--- src/rtl/pll_phase_stepper.sv ---
// pll_phase_stepper
// Sequences ECP5 EHXPLLL dynamic phase steps (PHASESEL/PHASEDIR/PHASESTEP)
// for one selected PLL output at a time. Each step pulse has programmable
// setup, low/high and settle timing. A net step offset is kept per channel.
// A request is aborted when the synchronised PLL lock drops while busy.
// Clocked from the board reference clock, never from a PLL output.

module pll_phase_stepper #(
    parameter int unsigned CHANNELS      = 4,
    parameter int unsigned STEP_WIDTH    = 8,
    parameter int unsigned POS_WIDTH     = 8,
    parameter int unsigned SETUP_CYCLES  = 2,
    parameter int unsigned PULSE_CYCLES  = 2,
    parameter int unsigned SETTLE_CYCLES = 16,
    parameter int unsigned SYNC_STAGES   = 2
) (
    input  logic                          clk,
    input  logic                          reset_n,
    input  logic                          pll_locked,
    input  logic                          req_valid,
    output logic                          req_ready,
    input  logic [1:0]                    req_channel,
    input  logic                          req_dir,
    input  logic [STEP_WIDTH-1:0]         req_steps,
    output logic                          done,
    output logic                          aborted,
    output logic                          locked_sync,
    output logic [1:0]                    phase_sel,
    output logic                          phase_dir,
    output logic                          phase_step,
    output logic [CHANNELS*POS_WIDTH-1:0] offsets
);

    // One shared cycle counter times every state; it is sized for the
    // longest of the setup, pulse and settle intervals.
    localparam int unsigned MAX_A = (SETUP_CYCLES > PULSE_CYCLES) ? SETUP_CYCLES : PULSE_CYCLES;
    localparam int unsigned MAX_T = (MAX_A > SETTLE_CYCLES) ? MAX_A : SETTLE_CYCLES;
    localparam int unsigned CNT_W = (MAX_T > 1) ? $clog2(MAX_T) : 1;

    localparam logic [CNT_W-1:0] SETUP_LAST  = CNT_W'(SETUP_CYCLES - 1);
    localparam logic [CNT_W-1:0] PULSE_LAST  = CNT_W'(PULSE_CYCLES - 1);
    localparam logic [CNT_W-1:0] SETTLE_LAST = CNT_W'((SETTLE_CYCLES > 0) ? SETTLE_CYCLES - 1 : 0);

    // Bit c is set when channel c exists.
    localparam logic [3:0] CHAN_OK = 4'((1 << CHANNELS) - 1);

    typedef enum logic [2:0] {
        IDLE,
        SETUP,
        STEP_LO,
        STEP_HI,
        SETTLE,
        DONE,
        ABORT
    } state_t;

    state_t                 state;
    state_t                 state_nxt;
    logic [CNT_W-1:0]       cnt;
    logic [STEP_WIDTH-1:0]  steps_left;
    logic [SYNC_STAGES-1:0] sync_q;
    logic [POS_WIDTH-1:0]   off_q [CHANNELS];
    logic                   accept;
    logic                   pulse_end;

    assign accept    = req_valid && req_ready;
    assign pulse_end = (state == STEP_HI) && (cnt == PULSE_LAST);

    // Lock synchroniser: shift raw LOCK through SYNC_STAGES flops.
    always_ff @(posedge clk) begin
        if (!reset_n) begin
            sync_q <= '0;
        end else begin
            sync_q <= {sync_q[SYNC_STAGES-2:0], pll_locked};
        end
    end

    // State register.
    always_ff @(posedge clk) begin
        if (!reset_n) begin
            state <= IDLE;
        end else begin
            state <= state_nxt;
        end
    end

    // Next-state logic. Lock loss while busy overrides every timed exit.
    always_comb begin
        state_nxt = state;
        unique case (state)
            IDLE: begin
                if (accept) begin
                    if (!CHAN_OK[req_channel]) begin
                        state_nxt = ABORT;
                    end else if (req_steps == '0) begin
                        state_nxt = DONE;
                    end else begin
                        state_nxt = SETUP;
                    end
                end
            end
            SETUP: begin
                if (!locked_sync) begin
                    state_nxt = ABORT;
                end else if (cnt == SETUP_LAST) begin
                    state_nxt = STEP_LO;
                end
            end
            STEP_LO: begin
                if (!locked_sync) begin
                    state_nxt = ABORT;
                end else if (cnt == PULSE_LAST) begin
                    state_nxt = STEP_HI;
                end
            end
            STEP_HI: begin
                if (!locked_sync) begin
                    state_nxt = ABORT;
                end else if (cnt == PULSE_LAST) begin
                    if (steps_left != STEP_WIDTH'(1)) begin
                        state_nxt = STEP_LO;
                    end else if (SETTLE_CYCLES == 0) begin
                        state_nxt = DONE;
                    end else begin
                        state_nxt = SETTLE;
                    end
                end
            end
            SETTLE: begin
                if (!locked_sync) begin
                    state_nxt = ABORT;
                end else if (cnt == SETTLE_LAST) begin
                    state_nxt = DONE;
                end
            end
            DONE:    state_nxt = IDLE;
            ABORT:   state_nxt = IDLE;
            default: state_nxt = IDLE;
        endcase
    end

    // Outputs decoded from the registered state and synchronised lock.
    always_comb begin
        locked_sync = sync_q[SYNC_STAGES-1];
        req_ready   = (state == IDLE) && locked_sync;
        done        = (state == DONE);
        aborted     = (state == ABORT);
        phase_step  = (state != STEP_LO);
    end

    // Cycle counter: restarts at zero on every state change.
    always_ff @(posedge clk) begin
        if (!reset_n || (state_nxt != state)) begin
            cnt <= '0;
        end else begin
            cnt <= cnt + CNT_W'(1);
        end
    end

    // Request latch, remaining-step count and per-channel offsets.
    // An offset moves only when a pulse's high phase completes with lock
    // still present, so an abort never counts a partial pulse.
    always_ff @(posedge clk) begin
        if (!reset_n) begin
            phase_sel  <= '0;
            phase_dir  <= 1'b0;
            steps_left <= '0;
            for (int unsigned c = 0; c < CHANNELS; c++) begin
                off_q[c] <= '0;
            end
        end else if (accept) begin
            phase_sel  <= req_channel;
            phase_dir  <= req_dir;
            steps_left <= req_steps;
        end else if (pulse_end && locked_sync) begin
            steps_left <= steps_left - STEP_WIDTH'(1);
            for (int unsigned c = 0; c < CHANNELS; c++) begin
                if (phase_sel == c[1:0]) begin
                    if (phase_dir) begin
                        off_q[c] <= off_q[c] + POS_WIDTH'(1);
                    end else begin
                        off_q[c] <= off_q[c] - POS_WIDTH'(1);
                    end
                end
            end
        end
    end

    // Flatten the offset registers onto the output bus.
    always_comb begin
        offsets = '0;
        for (int unsigned c = 0; c < CHANNELS; c++) begin
            offsets[c*POS_WIDTH +: POS_WIDTH] = off_q[c];
        end
    end

endmodule

--- config.mk ---
export PLATFORM = sky130hd
export DESIGN_NAME = pll_phase_stepper
export DESIGN_NICKNAME = d
export VERILOG_FILES = /design/src/rtl/pll_phase_stepper.sv
export SDC_FILE = /design/constraint.sdc
export NUM_CORES = 1
export LEC_CHECK = 0
export BUFFER_PORTS_ARGS = -buffer_cell sky130_fd_sc_hd__buf_4
export CAP_MARGIN = 0
export CORE_AREA = 2 2 99 91
export DETAILED_ROUTE_END_ITERATION = 12
export DIE_AREA = 0 0 101 93
export PLACE_DENSITY = 0.64
export SETUP_SLACK_MARGIN = 0.02
export SLEW_MARGIN = 20
export SYNTH_ARGS = -nofsm -noshare
export SYNTH_HDL_FRONTEND = slang
export SYNTH_SLANG_ARGS = --single-unit
--- constraint.sdc ---
create_clock -name clk -period 4.5 [get_ports clk]
set_input_delay 0.675 -clock clk [delete_from_list [all_inputs] [get_ports clk]]
set_output_delay 0.675 -clock clk [all_outputs]
set_load 0.005 [all_outputs]
### Word level (Yosys, flattened, before mapping)

Memories as Yosys holds them, arrays and structs flattened.
Cells that the tools add are included.

| storage, ports and cells | value |
|---|---|
| latch bits | 0 |
| bits in registers | 20 |
| input port bits | 15 |
| RAM bits | 32 |
| memories kept | 1 |
| output and inout bits | 40 |
| word-level logic and storage cells | 118 |
| bits in read-only memories | 0 |

Memories:

| name | words | bits a word | read ports | clocked after Yosys merged registers in | wr ports | line | RTL |
|---|---|---|---|---|---|---|---|
| off_q | 4 | 8 | 4 | 0 | 4 | 62 | `logic [POS_WIDTH-1:0] off_q [CHANNELS];` |

| operators by class | value |
|---|---|
| divide/modulo/power cells | 0 |
| reduce and logical (&&, ||, !) cells | 10 |
| multiply operators | 0 |
| $add $sub $neg | 10 |
| shift-type cells | 0 |
| equality and inequality tests | 14 |
| magnitude comparators | 1 |
| bitwise operators | 8 |
| muxes and demuxes | 68 |

Operators with widths:

| cell | count |
|---|---|
| $mux 8 | 10 |
| $mux 1 | 44 |
| $sub 8x1->8 const B | 5 |
| $mux 3 | 12 |
| $add 8x1->8 const B | 4 |
| $pmux 3 s5 | 1 |
| $eq 3x3->1 const B | 3 |
| $logic_not 8->1 | 1 |
| $ne 8x1->1 const B | 1 |
| $or 1x1->1 | 8 |
| $eq 3x2->1 const B | 2 |
| $add 4x1->4 const B | 1 |
| $eq 2x2->1 const B | 2 |
| $eq 4x1->1 const B | 1 |
| $eq 4x4->1 const B | 1 |
| $logic_and 1x1->1 | 4 |
| $eq 3x1->1 const B | 1 |
| $logic_not 3->1 | 1 |
| $lt 2x3->1 const B | 1 |
| $ne 3x2->1 const B | 1 |
| $ne 3x3->1 | 1 |
| $bmux 1 s2 | 1 |
| $eq 2x1->1 const B | 1 |
| $logic_not 2->1 | 1 |
| other kinds (3) | 3 |

### Depth between registers and ports, before layout

Gate-level depths: netlist of the first run.

| logic depth | value |
|---|---|
| depth after elaboration | 9 |
| mapped depth | 14 |
| gate-level depth less buffers | 13 |

### Worst setup path after synthesis of the first run

No wires, ideal clock.

| timing | value |
|---|---|
| path kind | register to register |
| start point | reg cnt[0] |
| end point | mem off_q[0][6] (data pin) |
| cell stages (with the launch flop) | 14 |
| setup time | 0.259 ns |
| arrival | 2.889 ns |
| buffers on the path | 1 |
| slack | 1.352 ns |
| path through | dfxtp_1 > ha_1 > and4bb_1 > nand4_1 > or3_1 > buf_2 > or2_2 > inv_1 > ha_1 > nor2b_1 > o31a_1 > o21ai_0 > nor3b_1 > nor3_1 |

RTL lines:

| item | line | RTL |
|---|---|---|
| start: declaration | 59 | `logic [CNT_W-1:0] cnt;` |
| start signal: assignment | 156 | `cnt <= cnt + CNT_W'(1);` |
| end: declaration | 62 |  |

==> results.py, run 1 <==
metrics = {
    "run_status": {
        "status": "finished, final reports clean",
    },
    "floorplanning": {
        "coreArea_mm2": 0.00841,
        "die_w_um": 101,
        "start_util_pct": 38.9,
        "num_rows": 32,
        "ioPinCount": 55,
        "die_area_mm2": 0.00939,
        "die_y_um": 93,
    },
    "timing": {
        "period_needed_ns": 3.51,
        "finalClockSkew_ns": 0.0102,
        "holdWs_ns": 0.429,
        "relSlewSlack_pct": 49.0,
        "period_share_pct": 78.0,
        "final-setup-viol-count": 0,
        "tns_ns": 0,
        "tightest_slew_ns": 0.760,
        "rsz0062_at_grt": "no",
        "finalMaxSlewViolations": 0,
        "hold_viol": 0,
        "max_freq_mhz": 285,
    },
    "clock_network": {
        "cts_resized": 0,
        "clock-sinks": 52,
        "clkTransAtPathRegs_ns": 0.10,
        "root_buffer": "clkbuf_8",
        "cts_buffers": 5,
        "cts_tree": "yes",
        "cts_setup_buffers": 0,
        "clkLatencyLatePin_ns": 0.31,
        "cts.htree.levels": 2,
        "postCtsHoldBufs": 0,
        "clock_path_buffers": 2,
    },
    "yosys": {
        "synth_edf_count": 32,
        "yosysSeqAreaShare_pct": 41.6,
        "synth_ff_type": "edfxtp_1",
        "yosysWarningCount": 0,
        "syn-num-nets": 387,
        "synth_area_mm2": 0.00327,
        "postSynth.asyncResetShare_pct": 0,
        "syn_inst": 345,
        "synth_seq_cells": 52,
        "avgSynthCellArea_um2": 9.48,
        "synth.distinct_cells": 50,
    },
    "detailed_routing": {
        "drcViolationCount": 0,
        "postRouteAntennaNets": 0,
        "dr.pass1.iters": 4,
        "totalWireLength_um": 7020,
        "via_count": 2698,
        "vias_per_cell": 5.43,
        "drtIter0Drc": 105,
        "avgRoutedWirePerCell_um": 14.1,
    },
    "grt": {
        "grt_pass1_wl_um": 12000,
        "grt-busiest-layer": "met2",
        "use_met3_pct": 2.77,
        "grt_util_met2_pct": 26.4,
        "grt_pass1_vias": 2589,
        "use_met1_pct": 20.7,
        "grt_remaining_overflow": 0,
        "antenna_found_initial": 0,
        "grt_max_degree": 23,
        "grt_use_total_pct": 15.7,
    },
    "run": {
        "maxCapViolations": 0,
    },
    "critical_path": {
        "path_common_cell": "ha_1",
        "r2r_cells": 12,
        "critPathArrivalTime_ns": 3.57,
        "crit_type": "reg -> reg",
        "rr_endpoint": "off_q[0][6]$_SDFFCE_PN0P_",
        "crit_path_end_kind": "flop",
        "cp_top_family": "simple AND/OR/NAND/NOR gates",
        "max_stage_delay_ns": 0.52,
        "cp_max_fo": 10,
        "cp-start-kind": "flop",
        "r2r_slack_ns": 0.99,
        "crit_slowest_cell": "or3_1",
        "crit_buf_inv": 1,
        "r2r-start": "cnt[0]$_SDFF_PP0_",
        "cp_cell_sequence": "ha_1 > and4bb_1 > nand4_1 > or3_1 > or2_2 > inv_1 > ha_1 > nor2b_1 > o31a_1 > o21ai_0 > nor3b_1 > nor3_1",
        "worstPathRequired_ns": 4.56,
    },
    "place": {
        "dpl.hpwl_um": 5310,
        "io_buffers": 54,
        "gp_congestion": 0.852,
    },
    "pwr": {
        "p_per_area_mw_per_mm2": 256,
        "ir_drop_uv": 121,
        "p_leak_nw": 1.58,
    },
    "min_path": {
        "holdPathEnd": "sync_q[1]$_SDFF_PN0_",
        "holdPathStages": 1,
        "worstHoldPathType": "reg -> reg",
        "worstHoldStart": "sync_q[0]$_SDFF_PN0_",
    },
    "cells_and_area": {
        "layout.cells.most_common_list": "55 x buf_4, 37 x nor2_1, 32 x edfxtp_1",
        "nNetsFinal": 436,
        "antennaDiodeCount": 0,
        "layout_commonest_cell": "buf_4",
        "syn_to_final_growth_pct": 18.2,
        "fill_cells": 818,
        "drive_above_1_share_pct": 17.7,
    },
}
worst register-to-register path, delay by kind of cell (launching register included):
| family | cells | cell delay (ns) |
|---|---|---|
| AO/OA/AOI/OAI | 2 | 0.44 |
| adder cells (fa/ha/maj) | 2 | 0.47 |
| buffers and inverters | 1 | 0.17 |
| flip-flops | 1 | 0.38 |
| AND/OR/NAND/NOR | 7 | 1.81 |
sequential cells by signal (all words and copies together), names as in the netlist:
| register | cells |
|---|---|
| steps_left | 8 |
| state | 3 |
| cnt | 4 |
| phase_sel | 2 |
| sync_q | 2 |
| phase_dir | 1 |
| off_q | 32 |
where the power goes:
part | internal (mW) | switching, mW
clock | 0.165 | 0.158
sequential | 0.524 | 0.0236
combinational | 0.0581 | 0.0592
total | 0.748 | 0.241
layer usage:
| metal | wire, um | up-vias |
|---|---|---|
| li1 | - | 1366 |
| met1 | 3340 | 1265 |
| met2 | 3360 | 61 |
| met3 | 244 | 6 |
| met4 | 80 | 0 |
| met5 | 0 | - |
cell usage after synthesis (4+ instances only):
cell type	number	area share, %
nor3_1	14	2.1
xor2_1	9	2.4
nor4_1	5	0.96
nor2b_1	8	1.5
o21ai_0	21	3.2
a211oi_1	9	2.1
nand2b_1	4	0.76
a31oi_1	4	0.76
clkbuf_1	10	1.1
inv_1	18	2.1
or3_1	7	1.3
ha_1	24	9.2
nand2_1	18	2.1
nor2_1	37	4.2
dfxtp_1	20	12
or2_2	4	0.76
nand4_1	5	0.96
a21oi_1	14	2.1
edfxtp_1	32	29
nor3b_1	4	0.92
a21boi_0	13	3.0
xnor2_1	8	2.1
o21a_1	7	1.6
and3_1	4	0.76
nand3_1	4	0.61
how the worst max path moves through the flow:
stage	start	end	slack (ns)	cells after the start
2_1_floorplan	cnt[0]$_SDFF_PP0_	off_q[0][6]$_SDFFCE_PN0P_	1.35	13
3_3_place_gp	reset_n	off_q[0][6]$_SDFFCE_PN0P_	1.01	11
3_5_place_dp	reset_n	off_q[0][6]$_SDFFCE_PN0P_	0.94	11
4_1_cts	cnt[0]$_SDFF_PP0_	off_q[0][6]$_SDFFCE_PN0P_	0.99	12
5_1_grt	cnt[0]$_SDFF_PP0_	off_q[1][6]$_SDFFCE_PN0P_	0.68	12
6_report	cnt[0]$_SDFF_PP0_	off_q[0][6]$_SDFFCE_PN0P_	0.99	12
logic make-up (layout without fill, tap and decap cells):
kind of cell	Yosys count	count (layout)	share of synthesized area, %
XOR/XNOR	17	17	4.55
flip-flops	52	52	41.6
AO/OA/AOI/OAI	91	91	18.5
AND/OR/NAND/NOR	126	126	20.3
buffers and inverters	31	81	3.67
adder cells (fa/ha/maj)	27	27	11.0
multiplexers	1	1	0.306
through the flow:
stage / cells / power, mW / instance area, um2 / setup WS (ns) / utilization, %
2_1_floorplan: 345 / 0.625 / 3270 / 1.35 / -
3_3_place_gp: 489 / 0.674 / 3760 / 1.01 / 44.7
4_1_cts: 497 / 0.997 / 3870 / 0.990 / 46.0
6_report: 497 / 0.988 / 3870 / 0.991 / 46.0
5_1_grt: 497 / 1.04 / 3870 / 0.676 / 46.0
3_5_place_dp: 489 / 0.677 / 3760 / 0.937 / 44.7
layout make-up:
class	instances	area (um2)	area share (%)
clock inverter	2	35.0	0.906
clock buffer	6	72.6	1.88
tap	102	128	3.30
multi-input combinational	262	1790	46.3
inverter	18	67.6	1.75
sequential	52	1360	35.2
timing repair buffer	55	413	10.7
Power figures use the tool's default switching activity.
==> run 2, diff against run 1 <==
Settings changed: ABC_AREA set to 1, CORE_AREA 2 2 99 91 to 2 2 103 95, DIE_AREA 0 0 101 93 to 0 0 105 97, PLACE_DENSITY 0.64 to 0.63.
Clock period 4.5 ns to 3.35 ns, I/O delays scaled along.
==> results.py, run 2 <==
metrics = {
    "run_status": {
        "status": "finished, final reports clean",
    },
    "clock_network": {
        "clock_path_buffers": 2,
        "cts.htree.levels": 2,
        "clkLatencyLatePin_ns": 0.31,
        "clock-sinks": 52,
        "postCtsHoldBufs": 0,
        "cts_setup_buffers": 0,
        "root_buffer": "clkbuf_8",
        "cts_buffers": 5,
        "cts_tree": "yes",
        "clkTransAtPathRegs_ns": 0.10,
        "cts_resized": 0,
    },
    "floorplanning": {
        "start_util_pct": 39.4,
        "ioPinCount": 55,
        "num_rows": 33,
        "die_w_um": 105,
        "die_y_um": 97,
        "coreArea_mm2": 0.00900,
        "die_area_mm2": 0.0102,
    },
    "yosys": {
        "syn-num-nets": 483,
        "synth_xor_area_share_pct": 5.18,
        "synth_top_area_cell": "edfxtp_1",
        "synth_compound_area_share_pct": 12.0,
        "yosysSeqAreaShare_pct": 38.4,
        "synthTopCellsByArea": "edfxtp_1 27%, dfxtp_1 11%, nand2_1 10%",
        "synth_edf_count": 32,
        "syn_inst": 441,
        "yosysWarningCount": 0,
        "synth_most_common_cell": "nand2_1",
        "synth_area_mm2": 0.00355,
        "avgSynthCellArea_um2": 8.05,
        "synth_fa_ha_area_share_pct": 10.2,
        "synth.distinct_cells": 39,
        "synth_ff_type": "edfxtp_1",
        "synth_mux_area_share_pct": 0,
        "postSynth.asyncResetShare_pct": 0,
        "synth_top_family_by_area": "simple AND/OR/NAND/NOR gates",
        "synth_common_cells": "95 x nand2_1, 55 x inv_1, 52 x nor2_1, 34 x a21oi_1, 32 x edfxtp_1",
        "synth_top_cell_area_share_pct": 27.1,
        "synth-simple-area-share_pct": 26.9,
        "synth_seq_cells": 52,
    },
    "place": {
        "dpl.hpwl_um": 6110,
        "place_inst": 619,
        "io_buffers": 54,
        "dpl_cell_area_mm2": 0.00412,
        "gp_congestion": 0.845,
    },
    "critical_path": {
        "cp-start-kind": "flop",
        "cp_cell_sequence": "ha_1 > nand3_1 > nor3_2 > buf_4 > nand4_4 > nor2_4 > ha_1 > a21oi_1 > nand2_1 > nand4_1 > o211ai_1 > or2_2 > a21oi_1",
        "cp_max_fo": 10,
        "r2r-start": "cnt[0]$_SDFF_PP0_",
        "crit_path_end_kind": "flop",
        "max_stage_delay_ns": 0.39,
        "crit_slowest_cell": "dfxtp_1",
        "critPathArrivalTime_ns": 3.12,
        "r2r_cells": 13,
        "r2r_slack_ns": 0.39,
        "rr_endpoint": "off_q[0][7]$_SDFFCE_PN0P_",
        "crit_type": "reg -> reg",
        "worstPathRequired_ns": 3.50,
    },
    "cells_and_area": {
        "fill_cells": 924,
        "antennaDiodeCount": 0,
        "drive_above_1_share_pct": 19.0,
        "syn_to_final_growth_pct": 18.7,
        "layout_commonest_cell": "nand2_1",
        "layout.cells.most_common_list": "95 x nand2_1, 61 x buf_4, 55 x inv_1",
        "largest_reg_flops": 32,
        "final_area_mm2": 0.00421,
        "nNetsFinal": 546,
        "largestRegisters": "off_q: 32 flops, steps_left: 8 flops, cnt: 4 flops",
        "largest_register": "off_q",
        "stdcell_count": 627,
    },
    "grt": {
        "use_met1_pct": 20.7,
        "grt_max_degree": 19,
        "grt_remaining_overflow": 0,
        "grt_pass1_vias": 2902,
        "grt_pass1_wl_um": 13400,
        "use_met3_pct": 2.63,
        "antenna_found_initial": 0,
        "grt_util_met2_pct": 27.4,
        "grt-busiest-layer": "met2",
        "grt_use_total_pct": 15.9,
    },
    "detailed_routing": {
        "drtIter0Drc": 140,
        "postRouteAntennaNets": 0,
        "dr.pass1.iters": 5,
        "totalWireLength_um": 7820,
        "drcViolationCount": 0,
        "via_count": 3053,
        "vias_per_cell": 4.87,
        "avgRoutedWirePerCell_um": 12.5,
    },
    "pwr": {
        "ir_drop_uv": 177,
        "p_per_area_mw_per_mm2": 311,
        "p_leak_nw": 1.94,
    },
    "timing": {
        "final-setup-viol-count": 0,
        "rsz0062_at_grt": "no",
        "period_share_pct": 88.5,
        "tns_ns": 0,
        "relSlewSlack_pct": 59.4,
        "finalClockSkew_ns": 0.00833,
        "tightest_slew_ns": 0.609,
        "period_needed_ns": 2.96,
        "finalMaxSlewViolations": 0,
        "hold_viol": 0,
        "max_freq_mhz": 337,
        "holdWs_ns": 0.382,
    },
    "min_path": {
        "worstHoldStart": "pll_locked",
        "holdPathStages": 3,
        "worstHoldPathType": "in -> reg",
        "holdPathEnd": "sync_q[0]$_SDFF_PN0_",
    },
    "run": {
        "maxCapViolations": 0,
    },
}
-- run 2: cell count changes after synthesis, moves of 9 or more --
cell / change
a211oi_1: -9
clkbuf_1: -9
a21boi_0: -13
o21ai_0: -10
nor2_1: +15
a21oi_1: +20
inv_1: +37
nand3_1: +20
nand2_1: +77
-- run 2: worst max-delay path by stage --
stage,start,end,slack (ns),cells after the start
floorplan,reset_n,off_q[2][6]$_SDFFCE_PN0P_,0.59,13
global placement,cnt[0]$_SDFF_PP0_,off_q[0][7]$_SDFFCE_PN0P_,0.34,13
detailed placement,cnt[0]$_SDFF_PP0_,off_q[0][7]$_SDFFCE_PN0P_,0.14,13
CTS,cnt[0]$_SDFF_PP0_,off_q[0][7]$_SDFFCE_PN0P_,0.12,13
global route,cnt[0]$_SDFF_PP0_,off_q[1][7]$_SDFFCE_PN0P_,0.06,14
finish,cnt[0]$_SDFF_PP0_,off_q[0][7]$_SDFFCE_PN0P_,0.39,13
-- run 2: routing by layer --
layer	share of wire [%]	routed length [um]
met2	48	3730
met1	48	3720
met5	0	0
met3	3.5	275
met4	1.2	97
-- run 2: stage by stage --
| stage | utilization, % | setup WS (ns) | power (mW) |
|---|---|---|---|
| global placement | 45.8 | 0.336 | 0.957 |
| global route | 46.8 | 0.0639 | 1.38 |
| detailed placement | 45.8 | 0.136 | 0.964 |
| floorplan | - | 0.588 | 0.883 |
| finish | 46.8 | 0.386 | 1.31 |
| CTS | 46.7 | 0.120 | 1.33 |
-- run 2: cell families after synthesis --
family,after synthesis
AND/OR/NAND/NOR,206
AO/OA/AOI/OAI,70
buffers and inverters,65
flip-flops,52
adder cells (fa/ha/maj),27
XOR/XNOR,21
-- run 2: worst max-delay path: cells and delay by family (launching register included) --
kind                     cells  cell delay [ns]
adder cells (fa/ha/maj)      2             0.51
AND/OR/NAND/NOR              7             1.28
AO/OA/AOI/OAI                3             0.43
flip-flops                   1             0.39
buffers and inverters        1             0.20
-- run 2: cell type report --
class	instances	area, um2	share of cell area [%]
well taps	122	153	3.62
inverters	60	225	5.35
clock buffers	7	76.3	1.81
repair buffers	61	458	10.9
flip-flops and latches	52	1360	32.3
clock inverters	1	5.00	0.119
multi-input cells	324	1930	45.9
-- run 2: where the power goes --
group,internal (mW),switching [mW],leakage [nW]
Combinational,0.0868,0.121,1.40
Sequential,0.707,0.0333,0.493
Clock,0.148,0.213,0.0422
==> run 3, diff against run 2 <==
Settings changed: CORE_AREA 2 2 103 95 to 2 2 89 82, DIE_AREA 0 0 105 97 to 0 0 91 84, PLACE_DENSITY 0.63 to 0.8.
==> results.py, run 3 (synthesis gave the netlist of run 2 again) <==
metrics = {
    "grt": {
        "grt_use_total_pct": 19.9,
        "antenna_found_initial": 0,
        "grt_max_degree": 19,
        "grt_pass1_vias": 2913,
        "grt_remaining_overflow": 0,
        "grt_pass1_wl_um": 12500,
    },
    "detailed_routing": {
        "totalWireLength_um": 7480,
        "avgRoutedWirePerCell_um": 12.6,
        "vias_per_cell": 5.24,
        "drcViolationCount": 0,
        "drtIter0Drc": 162,
        "dr.pass1.iters": 4,
        "postRouteAntennaNets": 0,
        "via_count": 3125,
    },
    "cells_and_area": {
        "layout.cells.most_common_list": "95 x nand2_1, 59 x buf_4, 55 x inv_1",
        "syn_to_final_growth_pct": 17.1,
        "largest_reg_flops": 32,
        "nNetsFinal": 544,
        "largestRegisters": "off_q: 32 flops, steps_left: 8 flops, cnt: 4 flops",
        "largest_register": "off_q",
        "drive_above_1_share_pct": 18.5,
        "fill_cells": 609,
        "antennaDiodeCount": 0,
        "layout_commonest_cell": "nand2_1",
    },
    "place": {
        "dpl.hpwl_um": 5730,
        "gp_congestion": 0.895,
        "io_buffers": 54,
    },
    "min_path": {
        "worstHoldStart": "pll_locked",
        "holdPathEnd": "sync_q[0]$_SDFF_PN0_",
        "holdPathStages": 3,
        "worstHoldPathType": "in -> reg",
    },
    "timing": {
        "period_share_pct": 91.9,
        "holdWs_ns": 0.377,
        "tightest_slew_ns": 0.603,
        "finalClockSkew_ns": 0.00713,
        "final-setup-viol-count": 0,
        "period_needed_ns": 3.08,
        "rsz0062_at_grt": "no",
        "tns_ns": 0,
        "max_freq_mhz": 325,
        "finalMaxSlewViolations": 0,
        "hold_viol": 0,
        "relSlewSlack_pct": 59.7,
    },
    "critical_path": {
        "critPathArrivalTime_ns": 3.25,
        "r2r_slack_ns": 0.27,
        "r2r-start": "cnt[0]$_SDFF_PP0_",
        "cp_cell_sequence": "ha_1 > nand3_1 > nor3_2 > buf_4 > nand4_4 > nor2_1 > ha_1 > a21oi_1 > nand2_1 > nand4_1 > o211ai_1 > or2_2 > a21oi_1",
        "max_stage_delay_ns": 0.40,
        "cp_max_fo": 10,
        "crit_start": "cnt[0]$_SDFF_PP0_",
        "r2r_cells": 13,
        "crit_path_end_kind": "flop",
        "cp-start-kind": "flop",
        "crit_slowest_cell": "nor2_1",
        "rr_endpoint": "off_q[0][7]$_SDFFCE_PN0P_",
        "worstPathRequired_ns": 3.52,
        "crit_type": "reg -> reg",
    },
    "floorplanning": {
        "start_util_pct": 52.0,
        "num_rows": 29,
        "ioPinCount": 55,
        "die_y_um": 84,
        "die_area_mm2": 0.00764,
        "die_w_um": 91,
        "coreArea_mm2": 0.00682,
    },
    "clock_network": {
        "cts.htree.levels": 2,
        "cts_tree": "yes",
        "clock-sinks": 52,
        "root_buffer": "clkbuf_8",
        "clock_path_buffers": 2,
        "cts_setup_buffers": 0,
        "clkLatencyLatePin_ns": 0.31,
        "clkTransAtPathRegs_ns": 0.09,
        "cts_buffers": 5,
    },
    "pwr": {
        "ir_drop_uv": 159,
        "p_leak_nw": 1.92,
        "p_per_area_mw_per_mm2": 313,
    },
    "run": {
        "maxCapViolations": 0,
    },
    "run_status": {
        "status": "finished, final reports clean",
    },
}
run 3: power breakdown:
| group | internal, mW | switching, mW | leakage [nW] |
|---|---|---|---|
| Clock | 0.149 | 0.208 | 0.0395 |
| Combinational | 0.0861 | 0.118 | 1.39 |
| Sequential | 0.707 | 0.0342 | 0.493 |
| Total | 0.942 | 0.360 | 1.92 |
run 3: metal layers:
layer | track usage [%] | routed length (um) | vias to the layer above
met3 | 3.88 | 317 | 12
li1 | - | - | 1587
met2 | 34.6 | 3660 | 77
met5 | 0 | 0 | -
met4 | 7.44 | 136 | 0
met1 | 24.5 | 3370 | 1449
run 3: timing repair:
action / CTS / global route
endpoints found under the setup margin: 0 / 1
hold endpoints to repair: 0 / 0
resized for setup: 0 / 1
hold buffers: 0 / 0
run 3: final cells by class:
type	instances	area [um2]	share of cell area [%]
multi-input combinational	324	1930	46.4
inverter	60	225	5.42
tap	93	116	2.80
timing repair buffer	59	443	10.7
clock buffer	8	80.1	1.93
sequential	52	1360	32.8
run 3: metrics by stage:
| step | total power [mW] | std cells | setup slack (ns) | util (%) | instance area (um2) |
|---|---|---|---|---|---|
| after floorplan | 0.883 | 441 | 0.588 | - | 3550 |
| after global placement | 0.952 | 588 | 0.433 | 59.7 | 4070 |
| after detailed placement | 0.960 | 588 | 0.280 | 59.7 | 4070 |
| after CTS | 1.31 | 596 | 0.242 | 60.9 | 4150 |
| after global routing | 1.36 | 596 | 0.0246 | 60.9 | 4150 |
| final | 1.30 | 596 | 0.272 | 60.9 | 4150 |
run 3: critical path, delay by kind of cell (launching register included):
family / cells / cell delay [ns]
flops: 1 / 0.39
compound gates: 3 / 0.42
fa+ha+maj: 2 / 0.57
simple gates: 7 / 1.31
buf+inv: 1 / 0.24
run 3: worst max path at each step:
stage                                      endpoint  slack, ns
after floorplan           off_q[2][6]$_SDFFCE_PN0P_       0.59
after global placement    off_q[2][6]$_SDFFCE_PN0P_       0.43
after detailed placement  off_q[2][6]$_SDFFCE_PN0P_       0.28
after CTS                 off_q[2][6]$_SDFFCE_PN0P_       0.24
after global routing      off_q[0][7]$_SDFFCE_PN0P_       0.02
final                     off_q[0][7]$_SDFFCE_PN0P_       0.27
